## src/rtl/bool_op_pkg.sv

```systemverilog
// Shared definitions for the boolean-op arbiter: op codes and FSM state encoding.
package bool_op_pkg;

  localparam int OP_W = 3;

  localparam logic [OP_W-1:0] OP_AND    = 3'd0;
  localparam logic [OP_W-1:0] OP_OR     = 3'd1;
  localparam logic [OP_W-1:0] OP_XOR    = 3'd2;
  localparam logic [OP_W-1:0] OP_NAND   = 3'd3;
  localparam logic [OP_W-1:0] OP_NOR    = 3'd4;
  localparam logic [OP_W-1:0] OP_XNOR   = 3'd5;
  localparam logic [OP_W-1:0] OP_PASS_B = 3'd6;
  localparam logic [OP_W-1:0] OP_NOT_A  = 3'd7;

  typedef enum logic [1:0] {
    IDLE = 2'd0,
    EXEC = 2'd1,
    RESP = 2'd2
  } state_t;

endpackage

```

## src/rtl/bool_alu.sv

```systemverilog
// Combinational bitwise boolean unit; every result bit depends only on its own operand bits.
module bool_alu
  import bool_op_pkg::*;
#(
  parameter int WIDTH = 8
) (
  input  logic [WIDTH-1:0] a,
  input  logic [WIDTH-1:0] b,
  input  logic [OP_W-1:0]  op,
  output logic [WIDTH-1:0] y
);

  generate
    for (genvar gi = 0; gi < WIDTH; gi++) begin : g_bit
      logic y_bit;

      always_comb begin
        y_bit = 1'b0;
        case (op)
          OP_AND:    y_bit = a[gi] & b[gi];
          OP_OR:     y_bit = a[gi] | b[gi];
          OP_XOR:    y_bit = a[gi] ^ b[gi];
          OP_NAND:   y_bit = ~(a[gi] & b[gi]);
          OP_NOR:    y_bit = ~(a[gi] | b[gi]);
          OP_XNOR:   y_bit = ~(a[gi] ^ b[gi]);
          OP_PASS_B: y_bit = (a[gi] & b[gi]) | (~a[gi] & b[gi]);
          OP_NOT_A:  y_bit = ~a[gi];
          default:   y_bit = 1'b0;
        endcase
      end

      assign y[gi] = y_bit;
    end
  endgenerate

endmodule

```

## src/rtl/bool_op_arbiter.sv

```systemverilog
// Round-robin arbiter sharing one bool_alu among N_REQ requesters; one transaction
// walks IDLE -> EXEC -> RESP and the result is returned tagged with the owner id.
module bool_op_arbiter
  import bool_op_pkg::*;
#(
  parameter int N_REQ = 4,
  parameter int WIDTH = 8,
  parameter int CNT_W = 16
) (
  input  logic                     clk,
  input  logic                     rst,
  input  logic [N_REQ-1:0]         req_valid,
  output logic [N_REQ-1:0]         req_ready,
  input  logic [N_REQ*WIDTH-1:0]   req_a,
  input  logic [N_REQ*WIDTH-1:0]   req_b,
  input  logic [N_REQ*OP_W-1:0]    req_op,
  output logic                     resp_valid,
  input  logic                     resp_ready,
  output logic [WIDTH-1:0]         resp_data,
  output logic [$clog2(N_REQ)-1:0] resp_id,
  output logic                     busy,
  output logic [CNT_W-1:0]         txn_count
);

  localparam int ID_W = $clog2(N_REQ);

  state_t state_reg, state_next;

  logic [ID_W-1:0]  ptr_reg;
  logic [ID_W-1:0]  grant_sel;
  logic             any_valid;
  logic [WIDTH-1:0] a_reg, b_reg;
  logic [OP_W-1:0]  op_reg;
  logic [ID_W-1:0]  id_reg;
  logic [WIDTH-1:0] alu_y;
  logic [WIDTH-1:0] resp_data_reg;
  logic [ID_W-1:0]  resp_id_reg;
  logic             resp_valid_reg;
  logic [CNT_W-1:0] txn_count_reg;

  logic [WIDTH-1:0] a_arr  [N_REQ];
  logic [WIDTH-1:0] b_arr  [N_REQ];
  logic [OP_W-1:0]  op_arr [N_REQ];

  generate
    for (genvar gi = 0; gi < N_REQ; gi++) begin : g_unpack
      assign a_arr[gi]  = req_a[gi*WIDTH +: WIDTH];
      assign b_arr[gi]  = req_b[gi*WIDTH +: WIDTH];
      assign op_arr[gi] = req_op[gi*OP_W +: OP_W];
    end
  endgenerate

  assign any_valid = |req_valid;

  // Search starts just after the last winner, so the previous grantee has lowest priority.
  always_comb begin
    logic [ID_W-1:0] cand;
    logic            found;
    grant_sel = '0;
    found     = 1'b0;
    cand      = '0;
    for (int i = 1; i <= N_REQ; i++) begin
      cand = ID_W'((int'(ptr_reg) + i) % N_REQ);
      if (!found && req_valid[cand]) begin
        found     = 1'b1;
        grant_sel = cand;
      end
    end
  end

  always_ff @(posedge clk or posedge rst) begin
    if (rst) state_reg <= IDLE;
    else     state_reg <= state_next;
  end

  always_comb begin
    state_next = IDLE;
    case (state_reg)
      IDLE:    state_next = any_valid ? EXEC : IDLE;
      EXEC:    state_next = RESP;
      RESP:    state_next = (resp_valid_reg && resp_ready) ? IDLE : RESP;
      default: state_next = IDLE;
    endcase
  end

  always_comb begin
    req_ready = '0;
    busy      = 1'b0;
    case (state_reg)
      IDLE: if (any_valid) req_ready[grant_sel] = 1'b1;
      EXEC: busy = 1'b1;
      RESP: busy = 1'b1;
      default: ;
    endcase
  end

  bool_alu #(.WIDTH(WIDTH)) u_alu (
    .a  (a_reg),
    .b  (b_reg),
    .op (op_reg),
    .y  (alu_y)
  );

  always_ff @(posedge clk or posedge rst) begin
    if (rst) begin
      ptr_reg        <= ID_W'(N_REQ - 1);
      a_reg          <= '0;
      b_reg          <= '0;
      op_reg         <= '0;
      id_reg         <= '0;
      resp_data_reg  <= '0;
      resp_id_reg    <= '0;
      resp_valid_reg <= 1'b0;
      txn_count_reg  <= '0;
    end else begin
      case (state_reg)
        IDLE: begin
          if (any_valid) begin
            a_reg   <= a_arr[grant_sel];
            b_reg   <= b_arr[grant_sel];
            op_reg  <= op_arr[grant_sel];
            id_reg  <= grant_sel;
            ptr_reg <= grant_sel;
          end
        end
        EXEC: begin
          resp_data_reg  <= alu_y;
          resp_id_reg    <= id_reg;
          resp_valid_reg <= 1'b1;
        end
        RESP: begin
          if (resp_valid_reg && resp_ready) begin
            resp_valid_reg <= 1'b0;
            if (txn_count_reg != {CNT_W{1'b1}}) txn_count_reg <= txn_count_reg + 1'b1;
          end
        end
        default: ;
      endcase
    end
  end

  assign resp_valid = resp_valid_reg;
  assign resp_data  = resp_data_reg;
  assign resp_id    = resp_id_reg;
  assign txn_count  = txn_count_reg;

endmodule

```

## config.mk

```make
export PLATFORM = sky130hd
export DESIGN_NAME = bool_op_arbiter
export DESIGN_NICKNAME = d
export VERILOG_FILES = /design/src/rtl/bool_op_pkg.sv /design/src/rtl/bool_alu.sv /design/src/rtl/bool_op_arbiter.sv
export SDC_FILE = /design/constraint.sdc
export NUM_CORES = 1
export LEC_CHECK = 0
export CORE_MARGIN = 5
export CORE_UTILIZATION = 43
export CTS_CLUSTER_SIZE = 28
export DETAILED_ROUTE_END_ITERATION = 8
export GPL_TIMING_DRIVEN = 0
export PLACE_DENSITY = 0.77
export SLEW_MARGIN = 20
export SYNTH_ARGS = -nofsm -noshare
export SYNTH_HDL_FRONTEND = slang
export SYNTH_SLANG_ARGS = --single-unit
```

## constraint.sdc

```tcl
create_clock -name clk -period 1.8 [get_ports clk]
set_input_delay 0.18 -clock clk [delete_from_list [all_inputs] [get_ports clk]]
set_output_delay 0.18 -clock clk [all_outputs]
set_load 0.01 [all_outputs]
```

# Word-level counts from Yosys, hierarchy flattened
# Cells that the tools add are included.
# W data, S select, Z words.
# word_totals
register_bits	52
latch_bits	0
ramBits	0
rom_bits	0
output_inout_bits	32
elab_cells	164
memories	0
# op_classes
addsub	5
mul	0
div_mod_pow	0
magnitude_cmp	7
eq_ne	11
shift	0
muxes	42
n_bitwise	73
n_reduce_logical	16
# op_table
cell	count
$pmux W1 S8	8
$bmux W8 S2	2
$mux W8	4
$not A1 Y1	32
$add A16 B1 Y16 const B	1
$and A1 B1 Y1	16
$ne A16 B16 Y1 const B	1
$or A1 B1 Y1	16
$lt A2 B3 Y1 const B	5
$eq A3 B3 Y1 const B	4
$mux W1	11
$mux W2	5
$bmux W1 S2	4
$mux W4	2
$xor A1 B1 Y1	8
$bmux W3 S2	1
$eq A3 B2 Y1 const B	2
$mux W3	2
$pmux W2 S3	1
$logic_and A1 B1 Y1	5
$add A2 B1 Y2 const B	2
$add A2 B2 Y2 const B	2
$reduce_and A2 Y1	2
$reduce_or A4 Y1	1
other kinds (15)	17

# Longest topological paths before layout
# Gate-level depths: netlist of run 1.
# logic_depth
ltp_word	19
mapped_depth	7
ltp_nobuf	7

# Hierarchy
# From an unflattened synthesis of run 1, not the netlist that was laid out.
# unflattened
cells_unflattened	432
area_unflattened_um2	3873.7
# by_module_without_submodules
mod	instances	cells_per_inst	area_each_um2
bool_op_arbiter	1	298	2879.0
bool_alu	1	134	994.7

# Least setup slack after synthesis of run 1
# No wires, ideal clock.
# synth_path
kind	reg-to-output
start	register ptr_reg[1]
end	output req_ready[2]
arrival_ns	1.639
required_time_ns	1.620
setup_slack_ns	-0.019
path_stages_with_launch	6
n_path_buf	1
cell_sequence	dfstp_2 > mux2i_1 > a2bb2oi_2 > nand2_1 > clkbuf_1 > nor2_1
# synth_between
elab_chain_cells	19
word_cells_on_any_way	32
# synth_rtl
item	line_no	source
start, declared	bool_op_arbiter.sv:29	logic [ID_W-1:0] ptr_reg;
start signal, assigned	bool_op_arbiter.sv:106	ptr_reg <= ID_W'(N_REQ - 1);
start signal, assigned	bool_op_arbiter.sv:123	ptr_reg <= grant_sel;
$add A2 B1 Y2	bool_op_arbiter.sv:63	cand = ID_W'((int'(ptr_reg) + i) % N_REQ);
$bmux W1 S2	bool_op_arbiter.sv:64	if (!found && req_valid[cand]) begin
$mux W1 (not written as such)	bool_op_arbiter.sv:64	
$mux W1	bool_op_arbiter.sv:64	
$logic_not A1 Y1	bool_op_arbiter.sv:64	
$logic_and A1 B1 Y1	bool_op_arbiter.sv:64	
$mux W1	bool_op_arbiter.sv:64	
$logic_not A1 Y1	bool_op_arbiter.sv:64	
(+3 left out)	n/a	
$logic_and A1 B1 Y1	bool_op_arbiter.sv:64	
$mux W2 *	bool_op_arbiter.sv:64	
$lt A2 B3 Y1 (not written as such) / $ge A2 B1 Y1 (equally long branches)	bool_op_arbiter.sv:90	IDLE: if (any_valid) req_ready[grant_sel] = 1'b1;
$logic_and A1 B1 Y1 (not written as such)	bool_op_arbiter.sv:90	
$mux W1 (not written as such)	bool_op_arbiter.sv:90	
$demux W1 S2 *	bool_op_arbiter.sv:90	
$mux W4 *	bool_op_arbiter.sv:90	
$mux W4 *	bool_op_arbiter.sv:89	case (state_reg)
end, declared	bool_op_arbiter.sv:13	output logic [N_REQ-1:0] req_ready,
# Mark *: on every way between the ends. The rest lies on a longest branch, timed or not. The select of a mux whose other input is x is not followed.

# Worst setup path in the final report of run 1
# Ends and elaborated chain as after synthesis.

==> flow_summary.json, run 1 <==
{
  "grt_use_met3": 0.0409,
  "rsz0062_at_grt": "true",
  "place.gp.congestion": 0.886,
  "setup_viol": 26,
  "r2r_slack_ns": -0.24,
  "numCtsBuffers": 5,
  "grt_max_degree": 53,
  "synthSimpleGateAreaFrac": 0.174,
  "drv_slew": 0,
  "place_ws_ns": -1.14,
  "clk_pin_slew_ns": 0.11,
  "n_antenna_cell": 0,
  "relSlewSlack": 0.548,
  "antenna_found_initial": 0,
  "rows": 34,
  "yosysSeqAreaShare": 0.348,
  "viasPerCell": 5.96,
  "ys.flop_type": "dfrtp_1",
  "ys_warn_count": 0,
  "grt-ovfl-total": 0,
  "finalCriticalPeriod_ns": 2.04,
  "violations": "setup timing",
  "vias": 4017,
  "start_util": 0.437,
  "grt_pass1_vias": 4111,
  "max-vdd-ir-drop_mv": 1.07,
  "grt-busiest-layer": "met2",
  "io_pins": 115,
  "cts_sinks": 52,
  "drive_gt1_frac": 0.323,
  "synth_top_family_by_area": "compound AO/OA/AOI/OAI gates",
  "synthCells": 394,
  "grt_util_met2": 0.413,
  "crit_fanout": 5,
  "synth_area_sq_um": 3750,
  "synth.avg_cell_area_sq_um": 9.52,
  "port_buffers": 113,
  "clock_latency_ns": 0.31,
  "finClkSkew_ns": 0.00751,
  "finalHoldViolations": 0,
  "worstMarginPinSlew_ns": 0.678,
  "ant_nets": 0,
  "core_sq_um": 8590,
  "max_freq_mhz": 489,
  "holdBufCountCts": 0,
  "largest_register_ffs": 16,
  "synth_edf_count": 0,
  "critPathKind": "flip-flop to primary output",
  "fp.dieH_microns": 103,
  "cts_tree": "built",
  "p_per_area_nw_per_um2": 1570,
  "chipWidth_microns": 103,
  "post-route-drc-count": 0,
  "yosysTopAreaCell": "dfrtp_1",
  "synth_nets": 506,
  "wl_microns": 13700,
  "hpwl_microns": 8870,
  "wire_per_inst_microns": 20.4,
  "hold_slack_ns": 0.317,
  "max_cap_violations": 0,
  "critPathLaunchType": "flip-flop",
  "synth_xor_area_frac": 0.0350,
  "synthAdderAreaFrac": 0.0967,
  "hp-class": "primary input to asynchronous set/reset pin",
  "r2r-end": "a_reg[0]$_DFFE_PP0P_",
  "end_kind": "primary output",
  "grt_pass1_wl_microns": 20600,
  "grt_use_met1": 0.314,
  "grt_usage": 0.247,
  "synthTopCellsByArea": "dfrtp_1 33%, ha_1 9.7%, nand3_1 4.8%",
  "drt_first_pass_iters": 5,
  "root_buffer": "clkbuf_8",
  "area_delta_synth_final_pct": 64.5,
  "synth_compound_area_frac": 0.193,
  "async_flop_share": 1.00,
  "worstPathArrival_ns": 1.86,
  "synth_cell_types": 60,
  "worst_slack_ns": -0.245,
  "status": "finished, violations left",
  "synth_seq_cells": 52,
  "worstReg2RegStart": "ptr_reg[1]$_DFFE_PP1P_",
  "synth_mux_area_frac": 0.0977,
  "synth_top_area_share": 0.334,
  "reg2reg_depth": 8,
  "crit_required_ns": 1.62,
  "fin_crit_sh": 1.14,
  "die-area_sq_um": 10700,
  "h-tree-depth": 2,
  "drt_iter0_markers": 283,
  "finalNetCount": 677,
  "clockBufferDepth": 2,
  "p_leak_uw": 0.00262
}
-- Yosys cell counts (3+ instances only) --
cell / instances
a211oi_1: 3
a21boi_1: 3
a21oi_1: 29
a221o_1: 6
a221oi_1: 12
a2bb2oi_1: 4
a31oi_1: 3
a32oi_1: 12
buf_2: 12
buf_4: 4
clkbuf_1: 5
dfrtp_1: 50
ha_1: 29
inv_1: 25
mux2_2: 11
mux2i_1: 7
mux4_2: 7
nand2_1: 18
nand3_1: 36
nand4_1: 3
nor2_1: 33
nor2b_1: 3
nor3_1: 7
nor4_1: 4
o21ai_0: 11
xnor2_1: 6
xor2_1: 9
-- layer usage --
metal	routed length, microns	up-vias	share of wire
met2	6890	193	0.50
met1	5330	1976	0.39
met4	545	0	0.040
met3	985	49	0.072
met5	0	-	0
li1	-	1799	-
-- logic make-up after synthesis --
group	Yosys count
xor+xnor	15
flops	52
simple gates	123
compound gates	101
fa+ha+maj	29
buf+inv	48
mux	26
-- power by group --
part	switching, uW	internal, uW
registers	383	1660
logic	3430	3500
clock network	442	281
-- how the worst max path moves through the flow --
| stage | startpoint | to | cells after the start |
|---|---|---|---|
| floorplan | ptr_reg[0]$_DFFE_PP1P_ | req_ready[3] | 7 |
| global placement | req_valid[1] | req_ready[0] | 8 |
| detailed placement | req_valid[1] | req_ready[0] | 8 |
| CTS | ptr_reg[1]$_DFFE_PP1P_ | req_ready[3] | 7 |
| global route | ptr_reg[1]$_DFFE_PP1P_ | b_reg[4]$_DFFE_PP0P_ | 8 |
| finish | ptr_reg[1]$_DFFE_PP1P_ | req_ready[2] | 6 |
-- cell type report --
| type | instances | area, sq um |
|---|---|---|
| Fill cell | 571 | 2420 |
| Clock buffer | 5 | 68.8 |
| Inverter | 25 | 96.3 |
| Tap cell | 108 | 135 |
| Clock inverter | 3 | 22.5 |
| Sequential cell | 52 | 1310 |
| Multi-Input combinational cell | 294 | 2770 |
| Timing Repair Buffer | 165 | 1570 |
| Buffer | 22 | 201 |
-- critical path, cell delays in order, from the launching register on --
cell and delay, ns:
dfstp_2 0.62, mux2i_4 0.30, a2bb2oi_4 0.19, nand2_2 0.09
buf_8 0.14, nor2_4 0.09, buf_6 0.11
-- stage by stage --
step | area (sq um) | util | cells | power, uW | setup TNS (ns)
after floorplan | 3760 | - | 394 | 5390 | 0
after global routing | 6170 | 0.718 | 674 | 10200 | -5.99
after global placement | 5020 | 0.585 | 615 | 6820 | -52.36
final | 6170 | 0.718 | 674 | 9690 | -3.87
after CTS | 5840 | 0.679 | 662 | 8920 | -1.87
after detailed placement | 5030 | 0.585 | 615 | 7020 | -17.09
-- timing repair --
action                                  in CTS  in global routing
pin swaps                                   49                 32
setup buffers                               39                 13
resized for setup                          116                 47
cloned                                       1                  0
endpoints found under the setup margin      40                 40
-- placed cells by master (no fill, tap or decap), drive strengths merged, types with 3 or more instances in the layout --
cell / count
clkdlybuf4s50: 106
buf: 71
dfrtp: 50
nand3: 36
nor2: 36
a21oi: 29
ha: 29
inv: 26
nand2: 19
o21ai: 13
a32oi: 12
mux2: 12
a221oi: 12
clkbuf: 12
xor2: 9
nor3: 8
mux4: 7
mux2i: 7
xnor2: 6
a221o: 6
a2bb2oi: 5
nor4: 5
nor2b: 5
nand4: 4
o21bai: 3
a211oi: 3
a31oi: 3
dlygate4sd2: 3
a21boi: 3
Power figures use the tool's default switching activity.
==> run 2: changes to the inputs <==
Settings changed: ABC_AREA set to 1, CORE_UTILIZATION 43 to 59, DONT_BUFFER_PORTS set to 1, PLACE_DENSITY 0.77 to 0.78.
==> run 2 against run 1 <==
  * The run still ends with setup timing left
  * Final area down 17%
  * Fmax down 14%
  * Power up 26%
  * Sequential share of layout area up 4.5 points
  * Die area down 14%
  * Clock-buffer cell count unchanged
  * Cell count up 11%
  * Critical path depth up 6
  * Sequential power up 9%
  * Clock skew up 0.00092 ns
  * Largest cell class unchanged
==> flow_summary.json, run 2 <==
{
  "antenna_found_initial": 0,
  "drt_iter0_markers": 178,
  "grt_max_degree": 31,
  "synth_seq_cells": 52,
  "largest_register_ffs": 16,
  "synth_edf_count": 0,
  "hpwl_microns": 8740,
  "port_buffers": 0,
  "slowest_stage": "dfstp_2",
  "synth_area_sq_um": 4330,
  "chipWidth_microns": 95.7,
  "synth.avg_cell_area_sq_um": 7.01,
  "drive_gt1_frac": 0.242,
  "yosysMostFrequentCell": "nand2_1",
  "worstPathArrival_ns": 2.21,
  "crit_top_cell": "nand2_4",
  "async_flop_share": 1.00,
  "final_common_cell": "nand2_1",
  "numCtsBuffers": 5,
  "synthTopCellsByArea": "dfrtp_1 29%, nand2_1 23%, ha_1 8.4%",
  "power_frac_seq": 0.182,
  "clk_pin_slew_ns": 0.10,
  "grt-ovfl-total": 0,
  "status": "finished, violations left",
  "cts_sinks": 52,
  "cp_top_family": "simple AND/OR/NAND/NOR gates",
  "vias": 4097,
  "crit_required_ns": 1.62,
  "hp-class": "primary input to flip-flop",
  "synth_commonest_cells": "270 x nand2_1, 50 x dfrtp_1, 49 x inv_1, 33 x o21ai_0, 29 x ha_1",
  "wire_per_inst_microns": 15.8,
  "setup_viol": 27,
  "critPathKind": "flip-flop to primary output",
  "max_freq_mhz": 419,
  "place.gp.congestion": 0.869,
  "core_sq_um": 7210,
  "synth_compound_area_frac": 0.0815,
  "rows": 31,
  "finalNetCount": 763,
  "yosysSeqAreaShare": 0.301,
  "ys_warn_count": 0,
  "path_depth": 12,
  "fin_area_sq_um": 5130,
  "fin_crit_sh": 1.33,
  "grt_pass1_wl_microns": 19400,
  "synth_mux_area_frac": 0,
  "area_delta_synth_final_pct": 18.4,
  "end_kind": "primary output",
  "p_switching_uw": 6290,
  "drt_first_pass_iters": 5,
  "place_area_sq_um": 4550,
  "power.total_uw": 12300,
  "synth_nets": 730,
  "synth_top_area_share": 0.289,
  "finalHoldViolations": 0,
  "finClkSkew_ns": 0.00843,
  "root_buffer": "clkbuf_8",
  "relSlewSlack": 0.587,
  "synth_cell_types": 35,
  "post-route-drc-count": 0,
  "start_util": 0.600,
  "n_antenna_cell": 0,
  "combPwrFrac": 0.751,
  "viasPerCell": 5.46,
  "yosysTopAreaCell": "dfrtp_1",
  "worstMarginPinSlew_ns": 0.613,
  "synthSimpleGateAreaFrac": 0.415,
  "path_buf_inv": 4,
  "ant_nets": 0,
  "max_cap_violations": 0,
  "clockBufferDepth": 2,
  "max-vdd-ir-drop_mv": 2.90,
  "finalCriticalPeriod_ns": 2.39,
  "grt_pass1_vias": 4082,
  "die-area_sq_um": 9150,
  "h-tree-depth": 2,
  "fp.dieH_microns": 95.7,
  "violations": "setup timing",
  "cts_tree": "built",
  "io_pins": 115,
  "synthCells": 618,
  "cpPeakStageDelay_ns": 0.55,
  "drv_slew": 0,
  "worst_slack_ns": -0.587,
  "fillCellCount": 622,
  "p_per_area_nw_per_um2": 2390,
  "ys.flop_type": "dfrtp_1",
  "rsz0062_at_grt": "true",
  "cp_cell_sequence": "buf_8 > inv_8 > nand2_4 > nand2_4 > nand2_4 > nand2_4 > nor2_8 > nand4_4 > nand2_4 > buf_8 > clkinvlp_4 > nor3_4",
  "grt_usage": 0.268,
  "p_sw_frac": 0.513,
  "synth_top_family_by_area": "simple AND/OR/NAND/NOR gates",
  "intPower_uw": 5960,
  "clock_latency_ns": 0.31,
  "synthAdderAreaFrac": 0.0838,
  "wl_microns": 11800,
  "synth_xor_area_frac": 0.0283,
  "p_leak_uw": 0.00264,
  "critPathLaunchType": "flip-flop",
  "clkPwrFrac": 0.067,
  "reg2reg_depth": 19,
  "hold_path_depth": 3,
  "crit_fanout": 8,
  "mostFrequentLayoutCells": "241 x nand2_1, 46 x inv_1, 41 x dfrtp_1"
}
==> run 2: cell count changes after synthesis, sizes merged, moves of 12 or more <==
cell,delta
inv,+27
nand3,+14
mux2,-12
o21ai,+21
a32oi,-12
a221oi,-12
a21oi,-24
nand2,+267
==> run 2: final timing paths <==
| path | startpoint | end | slack [ns] |
|---|---|---|---|
| hold / removal | resp_ready | state_reg[1]$_DFF_PP0_ | 0.15 |
| max in group asynchronous | rst | op_reg[2]$_DFFE_PP0P_ | 0.90 |
| min in group asynchronous | rst | resp_data[4]$_DFFE_PP0P_ | 0.35 |
| setup / recovery | ptr_reg[0]$_DFFE_PP1P_ | req_ready[1] | -0.59 |
| setup reg to reg | ptr_reg[0]$_DFFE_PP1P_ | b_reg[0]$_DFFE_PP0P_ | -0.52 |
| hold reg to reg | id_reg[1]$_DFFE_PP0P_ | id_reg[1]$_DFFE_PP0P_ | 0.53 |
==> run 2: worst reg2reg max path: stages, from the launching register on <==
cell and delay (ns):
dfstp_2 0.55, buf_8 0.14, inv_8 0.06, nand2_4 0.06, nand2_4 0.08, nand2_4 0.10
nand2_4 0.07, nor2_8 0.15, nand2_4 0.08, nand3_4 0.10, nand2_4 0.07, buf_8 0.13
buf_4 0.13, buf_8 0.13, nand2_2 0.05, nand2_1 0.05, nand2_1 0.05, nand2_1 0.07
nand2_1 0.07, nand2_1 0.05
==> run 2: repair_timing <==
item,CTS,global route
endpoints found under the hold margin,20,0
resized for setup,47,45
hold buffers,1,0
gates cloned,3,0
pin swaps,14,20
buffers inserted,9,13
endpoints found under the setup margin,44,45
==> run 2: cell families after synthesis <==
kind of cell / after synthesis
flip-flops: 52
buffers and inverters: 76
XOR/XNOR: 14
adder cells (fa/ha/maj): 29
AO/OA/AOI/OAI: 58
AND/OR/NAND/NOR: 389
==> run 2: area by class of cell <==
type / instances / area [sq um] / area share
Tap cell: 99 / 124 / 0.0242
Buffer: 24 / 263 / 0.0513
Multi-Input combinational cell: 490 / 2850 / 0.556
Sequential cell: 52 / 1320 / 0.257
Clock inverter: 3 / 42.5 / 0.00830
Timing Repair Buffer: 26 / 258 / 0.0503
Inverter: 52 / 206 / 0.0403
Clock buffer: 5 / 68.8 / 0.0134
==> run 2: per-stage QoR <==
step	std cells	util	setup slack, ns	hold WS [ns]	setup TNS [ns]
final	751	0.711	-0.587	0.146	-11.94
after global routing	751	0.711	-0.684	0.182	-14.85
after CTS	739	0.681	-0.538	0.115	-10.78
after detailed placement	718	0.631	-0.323	0.126	-8.48
after global placement	717	0.629	-0.288	0.415	-12.79
after floorplan	618	-	-0.0885	0.399	-1.88
==> run 2: routing by layer <==
layer | vias up | GRT usage | share of wire
met5 | - | 0 | 0
met4 | 0 | 0.0948 | 0.024
met3 | 21 | 0.0403 | 0.067
met2 | 177 | 0.448 | 0.49
met1 | 1857 | 0.351 | 0.42
li1 | 2042 | - | -
==> run 2: power by group through the flow <==
stage / logic, uW / registers [uW] / clock network, uW
detailed placement: 7290 / 2230 / 0
CTS: 8560 / 2230 / 823
floorplan: 5920 / 2080 / 0
global placement: 7130 / 2200 / 0
global route: 10200 / 2300 / 869
finish: 9200 / 2230 / 818
==> run 3: changes to the inputs <==
Settings changed: CORE_UTILIZATION 59 to 55, PLACE_DENSITY 0.78 to 0.73.
==> run 3 against run 2 <==
  * The flow still finishes with violations (setup timing)
  * Power increased by 6.7%
  * Die area grew 6.5%
  * Register-to-register slack improved by 0.08 ns
  * Global-route usage shrank 2.2 points
  * Via count rose by 3.3%
  * Largest cell class unchanged
==> flow_summary.json, run 3 (synthesis gave the netlist of run 2 again) <==
{
  "max_freq_mhz": 437,
  "grt_usage": 0.246,
  "root_buffer": "clkbuf_8",
  "grt_pass1_wl_microns": 19900,
  "p_per_area_nw_per_um2": 2480,
  "io_pins": 115,
  "max_cap_violations": 0,
  "final_common_cell": "nand2_1",
  "crit_fanout": 8,
  "clockBufferDepth": 2,
  "die-area_sq_um": 9750,
  "viasPerCell": 5.54,
  "critPathKind": "flip-flop to primary output",
  "grt_max_degree": 30,
  "finalHoldViolations": 0,
  "critPathLaunchType": "flip-flop",
  "setup_viol": 27,
  "largest_register_ffs": 16,
  "finalNetCount": 773,
  "r2r-end": "a_reg[6]$_DFFE_PP0P_",
  "status": "finished, violations left",
  "rows": 32,
  "relSlewSlack": 0.584,
  "finalCriticalPeriod_ns": 2.29,
  "drt_iter0_markers": 216,
  "mostFrequentLayoutCells": "255 x nand2_1, 45 x inv_1, 41 x dfrtp_1",
  "max-vdd-ir-drop_mv": 2.08,
  "fp.dieH_microns": 98.7,
  "worstReg2RegStart": "ptr_reg[0]$_DFFE_PP1P_",
  "violations": "setup timing",
  "postLayoutCoreUtil": 0.687,
  "area_delta_synth_final_pct": 22.0,
  "grt_pass1_vias": 4219,
  "fin_crit_sh": 1.27,
  "grt-ovfl-total": 0,
  "crit_required_ns": 1.62,
  "hp-class": "primary input to flip-flop",
  "wl_microns": 12000,
  "critPathCapture": "req_ready[1]",
  "n_antenna_cell": 0,
  "worst_slack_ns": -0.491,
  "clock_latency_ns": 0.30,
  "p_leak_uw": 0.00273,
  "wire_per_inst_microns": 15.7,
  "end_kind": "primary output",
  "core_sq_um": 7690,
  "cts_sinks": 52,
  "worstMarginPinSlew_ns": 0.618,
  "chipWidth_microns": 98.7,
  "reg2reg_depth": 18,
  "start_util": 0.563,
  "hpwl_microns": 8740,
  "worstPathArrival_ns": 2.11,
  "place.gp.congestion": 0.888,
  "drt_first_pass_iters": 4,
  "startpoint": "ptr_reg[0]$_DFFE_PP1P_",
  "drive_gt1_frac": 0.240,
  "drv_slew": 0,
  "post-route-drc-count": 0,
  "port_buffers": 0,
  "h-tree-depth": 2,
  "ant_nets": 0,
  "r2r_slack_ns": -0.44,
  "cts_tree": "built",
  "place_ws_ns": -0.321,
  "clk_pin_slew_ns": 0.09,
  "numCtsBuffers": 5,
  "vias": 4232,
  "rsz0062_at_grt": "true",
  "finClkSkew_ns": 0.00238,
  "hp-start": "resp_ready",
  "antenna_found_initial": 0
}
## run 3: cell types whose count changed in the layout (fill, tap and decap cells not counted), sizes merged
| cell | change |
|---|---|
| inv | +2 |
| clkbuf | +2 |
| buf | +8 |
| clkinvlp | -1 |
| clkinv | -1 |
## run 3: metal layers
layer,wire length [microns],up-vias,GRT usage
met5,0,-,0
met4,229,0,0.0704
met3,715,12,0.0297
met2,5850,170,0.425
met1,5170,1981,0.324
li1,-,2069,-
## run 3: worst max-delay path: stages (launching register included)
cell,delay [ns]
dfstp_2,0.55
buf_8,0.14
inv_8,0.06
nand2_4,0.06
nand2_4,0.07
nand2_4,0.10
nand2_4,0.07
nor2_8,0.12
nand4_4,0.13
nand2_4,0.12
buf_12,0.12
inv_2,0.06
nor3_4,0.22
## run 3: repair_timing
item,4_1_cts,5_1_grt
resized for setup,62,28
endpoints found under the hold margin,23,0
cloned,6,0
endpoints found under the setup margin,46,43
buffers inserted,24,4
hold buffers,1,0
pin swaps,18,7
## run 3: area by class of cell
cell class	instances	area, sq um
sequential	52	1320
fill	680	2400
timing repair buffer	36	400
tap	102	128
multi-input combinational	490	2850
inverter	52	203
clock buffer	5	68.8
buffer	24	269
clock inverter	3	46.3
## run 3: how the worst min path moves through the flow
stage / to / slack (ns) / cells past startpoint
6_report: state_reg[1]$_DFF_PP0_ / 0.17 / 3
3_3_place_gp: resp_valid$_DFFE_PP0P_ / 0.42 / 3
3_5_place_dp: txn_count[1]$_DFFE_PP0P_ / 0.13 / 1
2_1_floorplan: state_reg[1]$_DFF_PP0_ / 0.40 / 3
4_1_cts: state_reg[1]$_DFF_PP0_ / 0.11 / 3
5_1_grt: a_reg[5]$_DFFE_PP0P_ / 0.17 / 6
## run 3: through the flow
stage / total power (uW) / hold slack [ns] / cell area (sq um) / cells / setup TNS, ns
after floorplan: 8000 / 0.399 / 4410 / 618 / -1.88
after global placement: 9330 / 0.420 / 4540 / 720 / -12.79
after detailed placement: 9550 / 0.127 / 4560 / 721 / -8.99
after CTS: 12700 / 0.113 / 5160 / 760 / -10.10
after global routing: 14200 / 0.170 / 5280 / 764 / -13.72
final: 13100 / 0.171 / 5280 / 764 / -10.58
## run 3: power breakdown
group          internal [uW]  total (uW)  switching (uW)  leakage [uW]
clock                    419         813             394     0.0000548
sequential              1660        2240             573      0.000644
combinational           4520       10000            5510       0.00203
